==> config.mk <==
export PLATFORM = sky130hd
export DESIGN_NAME = quad_gen
export DESIGN_NICKNAME = d
export VERILOG_FILES = /design/src/rtl/quad_gen.sv
export SDC_FILE = /design/constraint.sdc
export NUM_CORES = 1
export LEC_CHECK = 0
export CAP_MARGIN = 25
export CORE_MARGIN = 5
export CORE_UTILIZATION = 40
export DETAILED_ROUTE_END_ITERATION = 12
export PLACE_DENSITY = 0.67
export SYNTH_ARGS = -nofsm -noshare
export SYNTH_HDL_FRONTEND = slang
export SYNTH_SLANG_ARGS = --single-unit
==> constraint.sdc <==
create_clock -name clk -period 5.2 [get_ports clk]
set_input_delay 0.78 -clock clk [delete_from_list [all_inputs] [get_ports clk]]
set_output_delay 0.78 -clock clk [all_outputs]
set_load 0.03 [all_outputs]
==> src/rtl/quad_gen.sv <==
// quad_gen: quadrature signal generator (transmit side of the rotary-encoder path).
//
// Accepts step commands over a valid/ready handshake and drives the A/B
// quadrature lines, holding each phase for a programmable number of clocks.
// When bounce is enabled, the line that changes in each phase glitches
// between its new and old values for a few clocks before settling.
//
// Ports:
//   clk        system clock, rising edge
//   reset      asynchronous, active-low reset
//   cmd_valid  command request
//   cmd_ready  command accept (= ~busy)
//   cmd_dir    1 = increment (A leads B), 0 = decrement (B leads A)
//   cmd_steps  number of full quadrature cycles to emit (0 = no-op)
//   period     clocks per phase (0 treated as 1)
//   bounce_en  inject contact bounce on every edge
//   a, b       quadrature outputs (registered)
//   busy       command in progress (registered)
//   position   wrapping signed count of completed steps (registered)

module quad_gen #(
  parameter int width      = 8,
  parameter int div_width  = 16,
  parameter int bounce_len = 2
) (
  input  logic                 clk,
  input  logic                 reset,
  input  logic                 cmd_valid,
  output logic                 cmd_ready,
  input  logic                 cmd_dir,
  input  logic [width-1:0]     cmd_steps,
  input  logic [div_width-1:0] period,
  input  logic                 bounce_en,
  output logic                 a,
  output logic                 b,
  output logic                 busy,
  output logic [width-1:0]     position
);

  typedef enum logic [0:0] {IDLE, RUN} state_t;

  // Number of clocks at the start of a phase that may carry bounce glitches
  // (one extra bit so a large bounce_len cannot wrap the comparison).
  localparam logic [div_width:0] glitch_clks = (div_width+1)'(2 * bounce_len);

  state_t               state, state_nx;
  logic                 dir_q, dir_nx;
  logic                 bounce_q, bounce_nx;
  logic [width-1:0]     steps_q, steps_nx;
  logic [width-1:0]     pos_q, pos_nx;
  logic [div_width-1:0] period_q, period_nx;
  logic [div_width-1:0] cnt_q, cnt_nx;
  logic [div_width-1:0] cnt_inc;
  logic [1:0]           phase_q, phase_nx;
  logic [1:0]           ab_q, ab_nx;
  logic                 phase_end;

  // Settled {a,b} at the end of a given phase index. Index 3 is always the
  // 00 rest state, so "previous phase" of index 0 is index 3.
  function automatic logic [1:0] settled_ab(input logic dir, input logic [1:0] idx);
    logic [1:0] r;
    case (idx)
      2'd0:    r = dir ? 2'b10 : 2'b01;
      2'd1:    r = 2'b11;
      2'd2:    r = dir ? 2'b01 : 2'b10;
      default: r = 2'b00;
    endcase
    return r;
  endfunction

  assign cnt_inc   = cnt_q + div_width'(1);
  assign phase_end = (cnt_q == period_q - div_width'(1));

  // Next-state logic. Outputs are registered, so the value the lines show in
  // the next clock is computed here from the next phase/count. A glitch clock
  // shows the previous phase's settled value; since adjacent phases differ in
  // one line only, only the changing line bounces. The last clock of a phase
  // is excluded from glitching so it always shows the settled value.
  always_comb begin
    state_nx  = state;
    dir_nx    = dir_q;
    bounce_nx = bounce_q;
    steps_nx  = steps_q;
    pos_nx    = pos_q;
    period_nx = period_q;
    cnt_nx    = cnt_q;
    phase_nx  = phase_q;
    ab_nx     = ab_q;
    case (state)
      IDLE: begin
        if (cmd_valid && (cmd_steps != '0)) begin
          state_nx  = RUN;
          dir_nx    = cmd_dir;
          bounce_nx = bounce_en;
          steps_nx  = cmd_steps;
          period_nx = (period == '0) ? div_width'(1) : period;
          cnt_nx    = '0;
          phase_nx  = 2'd0;
          ab_nx     = settled_ab(cmd_dir, 2'd0);
        end
      end
      RUN: begin
        if (phase_end) begin
          cnt_nx = '0;
          if (phase_q == 2'd3) begin
            pos_nx   = dir_q ? (pos_q + width'(1)) : (pos_q - width'(1));
            steps_nx = steps_q - width'(1);
            phase_nx = 2'd0;
            if (steps_q == width'(1)) begin
              state_nx = IDLE;
              ab_nx    = 2'b00;
            end else begin
              ab_nx = settled_ab(dir_q, 2'd0);
            end
          end else begin
            phase_nx = phase_q + 2'd1;
            ab_nx    = settled_ab(dir_q, phase_q + 2'd1);
          end
        end else begin
          cnt_nx = cnt_inc;
          if (bounce_q && cnt_inc[0] && ({1'b0, cnt_inc} < glitch_clks) &&
              (cnt_inc < period_q - div_width'(1)))
            ab_nx = settled_ab(dir_q, phase_q - 2'd1);
          else
            ab_nx = settled_ab(dir_q, phase_q);
        end
      end
      default: state_nx = IDLE;
    endcase
  end

  // State register; reset forces the lines to rest and clears position
  // immediately, even mid-command.
  always_ff @(posedge clk or negedge reset) begin
    if (!reset) begin
      state    <= IDLE;
      dir_q    <= 1'b0;
      bounce_q <= 1'b0;
      steps_q  <= '0;
      pos_q    <= '0;
      period_q <= div_width'(1);
      cnt_q    <= '0;
      phase_q  <= 2'd0;
      ab_q     <= 2'b00;
    end else begin
      state    <= state_nx;
      dir_q    <= dir_nx;
      bounce_q <= bounce_nx;
      steps_q  <= steps_nx;
      pos_q    <= pos_nx;
      period_q <= period_nx;
      cnt_q    <= cnt_nx;
      phase_q  <= phase_nx;
      ab_q     <= ab_nx;
    end
  end

  assign busy      = (state == RUN);
  assign cmd_ready = ~busy;
  assign a         = ab_q[1];
  assign b         = ab_q[0];
  assign position  = pos_q;

endmodule

After elaboration in Yosys (flattened, before gate mapping)
Cells that the tools add are included.
W data, S select, Z words.

storage, ports and cells
  register bits = 55
  bits in latches = 0
  RAM bits = 0
  bits in read-only memories = 0
  output and inout bits = 12
  word-level logic and storage cells = 74
  memories kept = 0

cells by class
  $add $sub $neg = 7
  $mul = 0
  divide/modulo/power cells = 0
  order comparisons = 2
  equality and inequality tests = 12
  shift operators = 0
  muxes and demuxes = 30
  bitwise gates (word level) = 1
  reduce and logical (&&, ||, !) cells = 13

operators by type and width
  kind                     number
  $mux W16                 3
  $mux W8                  4
  $pmux W16 S2             1
  $mux W2                  11
  $pmux W2 S3              3
  $add A16 B1 Y16 const B  1
  $eq A16 B16 Y1           1
  $logic_not A16 Y1        1
  $lt A16 B16 Y1           1
  $lt A16 B3 Y1 const B    1
  $pmux W8 S2              1
  $sub A16 B1 Y16 const B  1
  $sub A8 B1 Y8 const B    2
  $add A8 B1 Y8 const B    1
  $eq A2 B2 Y1 const B     4
  $eq A8 B1 Y1 const B     1
  $pmux W2 S2              2
  $reduce_bool A8 Y1       1
  $eq A2 B1 Y1 const B     3
  $logic_not A2 Y1         3
  $ne A2 B1 Y1 const B     3
  $reduce_and A3 Y1        2
  $logic_and A1 B1 Y1      4
  $mux W1                  4
  other kinds (5)          6

Depth between registers and ports, before layout
Gate-level depths: netlist of run 1.

  depth after elaboration = 7
  depth in mapped cells = 15

Worst setup path before layout of run 1
OpenSTA, ideal clock, no wires.

  kind = reg-to-reg
  start = register period_q[0]
  end = register ab_q[0]
  setup time = 0.137 ns
  data arrival time = 3.660 ns
  required time = 5.063 ns
  path slack = 1.403 ns
  stages on the path, launching flop included = 16
  period minus slack after synthesis = 3.797 ns
  cell sequence = dfstp_2 -> inv_1 -> ha_1 -> or4b_4 -> buf_6 -> nor4_1 -> xnor2_1 -> ha_1 -> and4_1 -> nand2_1 -> a221oi_1 -> or3b_2 -> nor4_1 -> mux2_2 -> mux2i_1 -> mux2i_1

on the way
  cells in the longest elaborated chain, start to end = 6
  elaborated cells between the ends (all ways) = 7
  classes of those cells = 1 x add/sub; 1 x order compare; 1 x eq/ne; 3 x mux; 1 x reduce/logical

RTL lines
  item                    RTL line  source
  from (decl)             51        logic [div_width-1:0] period_q, period_nx;
  from (signal assigned)  141       period_q <= div_width'(1);
  from (signal assigned)  151       period_q <= period_nx;
  $sub A16 B1 Y16 *       72, 122
  $lt A16 B16 Y1          122       (cnt_inc < period_q - div_width'(1)))
  $logic_and A1 B1 Y1     121       if (bounce_q && cnt_inc[0] && ({1'b0, cnt_inc} < glitch_clks) &&
  $mux W2                 121
  $mux W2 *               103       if (phase_end) begin
  $pmux W2 S2 *           89        case (state)
  to (signal assigned)    154       ab_q <= ab_nx;
  to (decl)               55        logic [1:0] ab_q, ab_nx;

Every way passes the cells marked *; elsewhere a longest branch is shown, timed or not.
A chain may end at the register's enable or synchronous reset.

Worst setup path after layout of run 1
  start = register period_q[5]
  end = register ab_q[0]

The elaborated chain is that of the path after synthesis.

==> results of run 1 <==
[cell usage after synthesis (all sizes together), types with 12 or more instances]
cell type   n
o21ai      19
xor2       14
a21oi      19
nor2       27
nor3       17
nand2      76
ha         34
inv        19
xnor2      32
buf        13
nand3      13
nor4       18
dfrtp      54
a21o       12
clkbuf     19
[layout make-up]
type                    instances  area, um2  area share, %
repair buffers                 45        440           8.60
inverters                      20       75.1           1.47
flip-flops and latches         55       1380           26.9
multi-input cells             411       2910           56.8
clock inverters                 2       16.3          0.318
well taps                     140        175           3.42
clock buffers                   6        129           2.52
[sequential cells by signal (all words and copies together) (netlist names)]
register	flops
busy	1
cnt_q	16
ab_q	2
dir_q	1
bounce_q	1
phase_q	2
steps_q	8
period_q	16
position	8
[routing by layer]
metal / track usage (%) / vias up / share of wire [%]
li1: - / 1924 / -
met1: 23.4 / 1873 / 47
met2: 30.8 / 94 / 48
met3: 3.26 / 17 / 3.9
met4: 5.72 / 0 / 2.0
met5: 0 / - / 0
[cell families after synthesis]
family | share of synthesized area, %
fa+ha+maj | 9.87
simple gates | 25.0
flops | 30.5
mux | 3.80
compound gates | 16.3
buf+inv | 5.07
xor+xnor | 9.43
[where the power goes]
group	internal, mW	leakage, nW	total (mW)	switching (mW)
Clock	0.181	0.0675	0.348	0.167
Sequential	0.484	0.689	0.607	0.123
Combinational	0.260	1.39	0.538	0.277
Total	0.926	2.14	1.49	0.567
[critical path, cell delays in order, from the launching register on]
cell	delay [ps]
dfrtp_1	520
or4_1	700
or4_4	550
xor2_1	240
ha_1	280
a21o_1	190
a21o_1	170
a211oi_1	240
nand4_1	130
nor4_1	590
mux2_2	400
mux2i_1	130
mux2i_1	90
[worst paths after layout]
kind / cells after the start / from / slack [ps] / to
hold / removal: 1 / position[7] / 480 / position[7]
hold reg to reg: 1 / position[7] / 480 / position[7]
setup / recovery: 12 / period_q[5] / 830 / ab_q[0]
max in group asynchronous: 2 / reset / 4100 / position[6]
min in group asynchronous: 2 / reset / 630 / bounce_q
setup reg to reg: 12 / period_q[5] / 830 / ab_q[0]
[through the flow]
stage	total power [mW]	utilization [%]	std cells
after floorplan	0.996	-	518
after global placement	1.13	45.3	669
after detailed placement	1.14	45.3	669
after CTS	1.50	46.6	677
after global routing	1.59	46.8	679
final	1.49	46.8	679
==> flow_metrics.tcl, run 1 <==
set metrics [dict create \
    status "complete, no violations" \
    setup_viol 0 \
    core_area_um2 10900 \
    slew_violations 0 \
    start_kind "flip-flop" \
    fmax_mhz 229 \
    synth_area_leader_cell "dfrtp_1" \
    die_x_um 116 \
    vias 3908 \
    synth_cells 518 \
    htreeDepth 2 \
    worst-setup-path-type "flip-flop to flip-flop" \
    layout-drive-gt1-share_pct 7.98 \
    syn-cell-area_um2 4510 \
    rows 38 \
    final_cell_mix "76 x nand2_1, 54 x dfrtp_1, 39 x clkdlybuf4s50_1, 34 x ha_1, 32 x xnor2_1" \
    end_kind "flip-flop" \
    arrival_ps 4540 \
    cts_buffers 5 \
    io_buffers 40 \
    clockBufferDepth 2 \
    maxSlewHeadroom_pct 43.0 \
    syn_nets 582 \
    synth_seq_area_share_pct 30.5 \
    min_path_type "flip-flop to flip-flop" \
    die_h_um 116 \
    drt_drc_violations_left 0 \
    place_area_um2 4950 \
    final_common_cell "nand2_1" \
    gp_congestion 0.950 \
    critPathRequiredTime_ps 5370 \
    hpwlAfterDp_um 9000 \
    peakVddDrop_mv 0.162 \
    ys_async_sr_fraction_pct 100 \
    cts_tree "built" \
    fin_nets 602 \
    tightest_slew_ps 844 \
    grt_pass1_vias 4019 \
    fin_crit_sh_pct 84.1 \
    power_density_nw_per_um2 292 \
    yosysUniqueCellTypes 69 \
    p_leak_nw 2.14 \
    setup_tns_ps 0 \
    grt_pass1_wl_um 19800 \
    yosysWarnings 0 \
    finalHoldViolations 0 \
    cts.repair.resized 0 \
    whs_ps 481 \
    grt_max_degree 56 \
    ant_nets 0 \
    postCtsSetupBuffers 0 \
    antenna_found_initial 0 \
    ys_top_cells_by_area "dfrtp_1 30%, ha_1 9.4%, nand2_1 6.3%" \
    wl_um 11900 \
    dieArea_um2 13500 \
    gr-total-overflow 0 \
    cp_max_fo 11 \
    synth_top_area_share_pct 29.9 \
    drt-initial-drc-count 192 \
    ctsHoldBuffers 0 \
    synth_edf_count 0 \
    routedWlPerCell_um 17.5 \
    firstDrtPassIters 5 \
    cts_root_buf "clkbuf_16" \
    insertion_delay_ps 300 \
    clock_sinks 55 \
    maxCapViolations 0 \
    area_delta_synth_final_pct 13.4 \
    rsz0062_at_grt "no" \
    n_antenna_cell 0 \
    start_util_pct 41.3 \
    skew_ps 10.0 \
    synthFlopType "dfrtp_1" \
    setup_slack_ps 829 \
    final_area_um2 5120 \
    place_ws_ps 848 \
    synth_seq_cells 55 \
    layout_min_cycle_time_ps 4370 \
    num_io_pins 41 \
    track_usage_pct 18.1 \
    num-fill-cells 1097 \
    avgSynthCellArea_um2 8.71 \
    viasPerCell 5.76 \
    cts.clk_slew.worst_paths_ps 80 \
]
Power figures use the tool's default switching activity.
==> inputs of run 2 (changes only) <==
- PLACE_DENSITY: 0.67 -> 0.69
- clock period: 5.2 -> 3.8 ns (I/O delays scaled with it)
==> run 2 against run 1 <==
Against the previous run:
- the run now ends with negative setup slack left
- via count rose by 7.5%
- non-clock buffer count rose by 62
- critical path depth rose by 1
- clock skew rose by 0.67 ps
- die area did not move
==> flow_metrics.tcl, run 2 (synthesis results as in run 1) <==
set metrics [dict create \
    largestRegisters "cnt_q: 16 flops, period_q: 16 flops" \
    slew_violations 0 \
    cpPeakStageDelay_ps 550 \
    layout-drive-gt1-share_pct 20.8 \
    n_antenna_cell 0 \
    fmax_mhz 263 \
    cp_max_fo 3 \
    fin_crit_sh_pct 100 \
    start_kind "flip-flop" \
    arrival_ps 3970 \
    rsz0062_at_grt "yes" \
    ant_nets 0 \
    power_mw 2.22 \
    ctsHoldBuffers 0 \
    critPathRequiredTime_ps 3970 \
    maxCapViolations 0 \
    maxSlewHeadroom_pct 56.6 \
    p_leak_nw 2.48 \
    grt_pass1_wl_um 21300 \
    core_area_um2 10900 \
    die_h_um 116 \
    start_util_pct 41.3 \
    layout_min_cycle_time_ps 3800 \
    final_area_um2 5720 \
    area_delta_synth_final_pct 26.8 \
    hpwlAfterDp_um 10000 \
    final_common_cell "nand2_1" \
    die_x_um 116 \
    place_ws_ps -139 \
    gp_congestion 0.903 \
    regArea_um2 1380 \
    place_area_um2 5340 \
    whs_ps 252 \
    finalHoldViolations 0 \
    gr-total-overflow 0 \
    peakVddDrop_mv 0.358 \
    cts_root_buf "clkbuf_16" \
    firstDrtPassIters 5 \
    fin_nets 664 \
    multi_input_area_um2 3030 \
    dieArea_um2 13500 \
    clock_sinks 55 \
    cp_slowest_cell "or4_4" \
    power_density_nw_per_um2 389 \
    cts.clk_slew.worst_paths_ps 80 \
    end_kind "flip-flop" \
    num-fill-cells 1002 \
    setup_viol 1 \
    num_io_pins 41 \
    cts_buffers 5 \
    track_usage_pct 19.9 \
    status "finished, violations left" \
    drt-initial-drc-count 205 \
    insertion_delay_ps 310 \
    final_cell_mix "76 x nand2_1, 64 x buf_4, 53 x dfrtp_1, 39 x clkdlybuf4s50_1, 33 x ha_1" \
    drt_drc_violations_left 0 \
    grt_pass1_vias 4245 \
    io_buffers 40 \
    viasPerCell 5.67 \
    routedWlPerCell_um 17.3 \
    vias 4203 \
    clockBufferDepth 2 \
    wl_um 12800 \
    rows 38 \
    grt_max_degree 33 \
    min_path_type "input port to asynchronous set/reset pin" \
    antenna_found_initial 0 \
    cts_tree "built" \
    violations "negative setup slack" \
    path_cells "or4_4 > or4_4 > xor2_2 > ha_1 > and4_1 > nand2_1 > a221oi_2 > or3b_4 > nor4_4 > buf_4 > mux2_2 > mux2i_1 > mux2i_1" \
    fin_util_pct 52.3 \
    htreeDepth 2 \
    tightest_slew_ps 650 \
    setup_slack_ps -4.42 \
    skew_ps 10.7 \
    worst-setup-path-type "flip-flop to flip-flop" \
]
-- run 2: changes by cell type in the layout (fill, tap and decap cells not counted), sizes merged --
| cell | delta |
|---|---|
| buf | +62 |
| clkbuf | -1 |
| inv | +1 |
-- run 2: per-layer routing --
| metal | GRT usage [%] | part of all wire (%) | routed length, um | vias up |
|---|---|---|---|---|
| met2 | 33.5 | 49 | 6300 | 101 |
| met3 | 3.42 | 4.8 | 622 | 18 |
| met5 | 0 | 0 | 0 | - |
| met1 | 26.3 | 44 | 5680 | 2048 |
| li1 | - | - | - | 2036 |
| met4 | 5.41 | 1.8 | 230 | 0 |
-- run 2: critical path, delay by kind of cell (launching register included) --
| kind | cells | cell delay [ps] |
|---|---|---|
| simple gates | 6 | 2070 |
| mux | 3 | 540 |
| flops | 1 | 380 |
| fa+ha+maj | 1 | 300 |
| xor+xnor | 1 | 170 |
| buf+inv | 1 | 170 |
| compound gates | 1 | 40 |
-- run 2: layout make-up --
| class | count | area share [%] |
|---|---|---|
| Clock buffer | 5 | 2.19 |
| Clock inverter | 3 | 0.437 |
| Inverter | 20 | 1.31 |
| Multi-Input combinational cell | 411 | 52.9 |
| Sequential cell | 55 | 24.1 |
| Tap cell | 140 | 3.06 |
| Timing Repair Buffer | 107 | 16.0 |
-- run 2: worst paths after layout --
check	start	end	slack, ps	cells past startpoint
max	period_q[9]	ab_q[0]	-4	13
min	reset	period_q[2]	250	1
max reg2reg	period_q[9]	ab_q[0]	-4	13
min reg2reg	position[7]	position[7]	480	1
max in group asynchronous	reset	period_q[0]	2700	2
min in group clk	position[7]	position[7]	480	1
-- run 2: through the flow --
step	instances	setup TNS, ps
after detailed placement	721	-258
after CTS	739	0
after global placement	721	-228
after global routing	741	-479
final	741	-4.42
after floorplan	518	0
-- run 2: repair_timing --
item / CTS / global route
cloned: 0 / 0
buffers inserted: 10 / 1
pin swaps: 10 / 9
endpoints found under the setup margin: 2 / 9
gates resized for setup: 14 / 14
-- run 2: power by group --
group          switching, mW  leakage [nW]  total [mW]  internal (mW)
combinational          0.514          1.72       0.983          0.469
sequential            0.0974         0.688       0.761          0.664
clock                  0.230        0.0708       0.480          0.250
total                  0.841          2.48        2.22           1.38
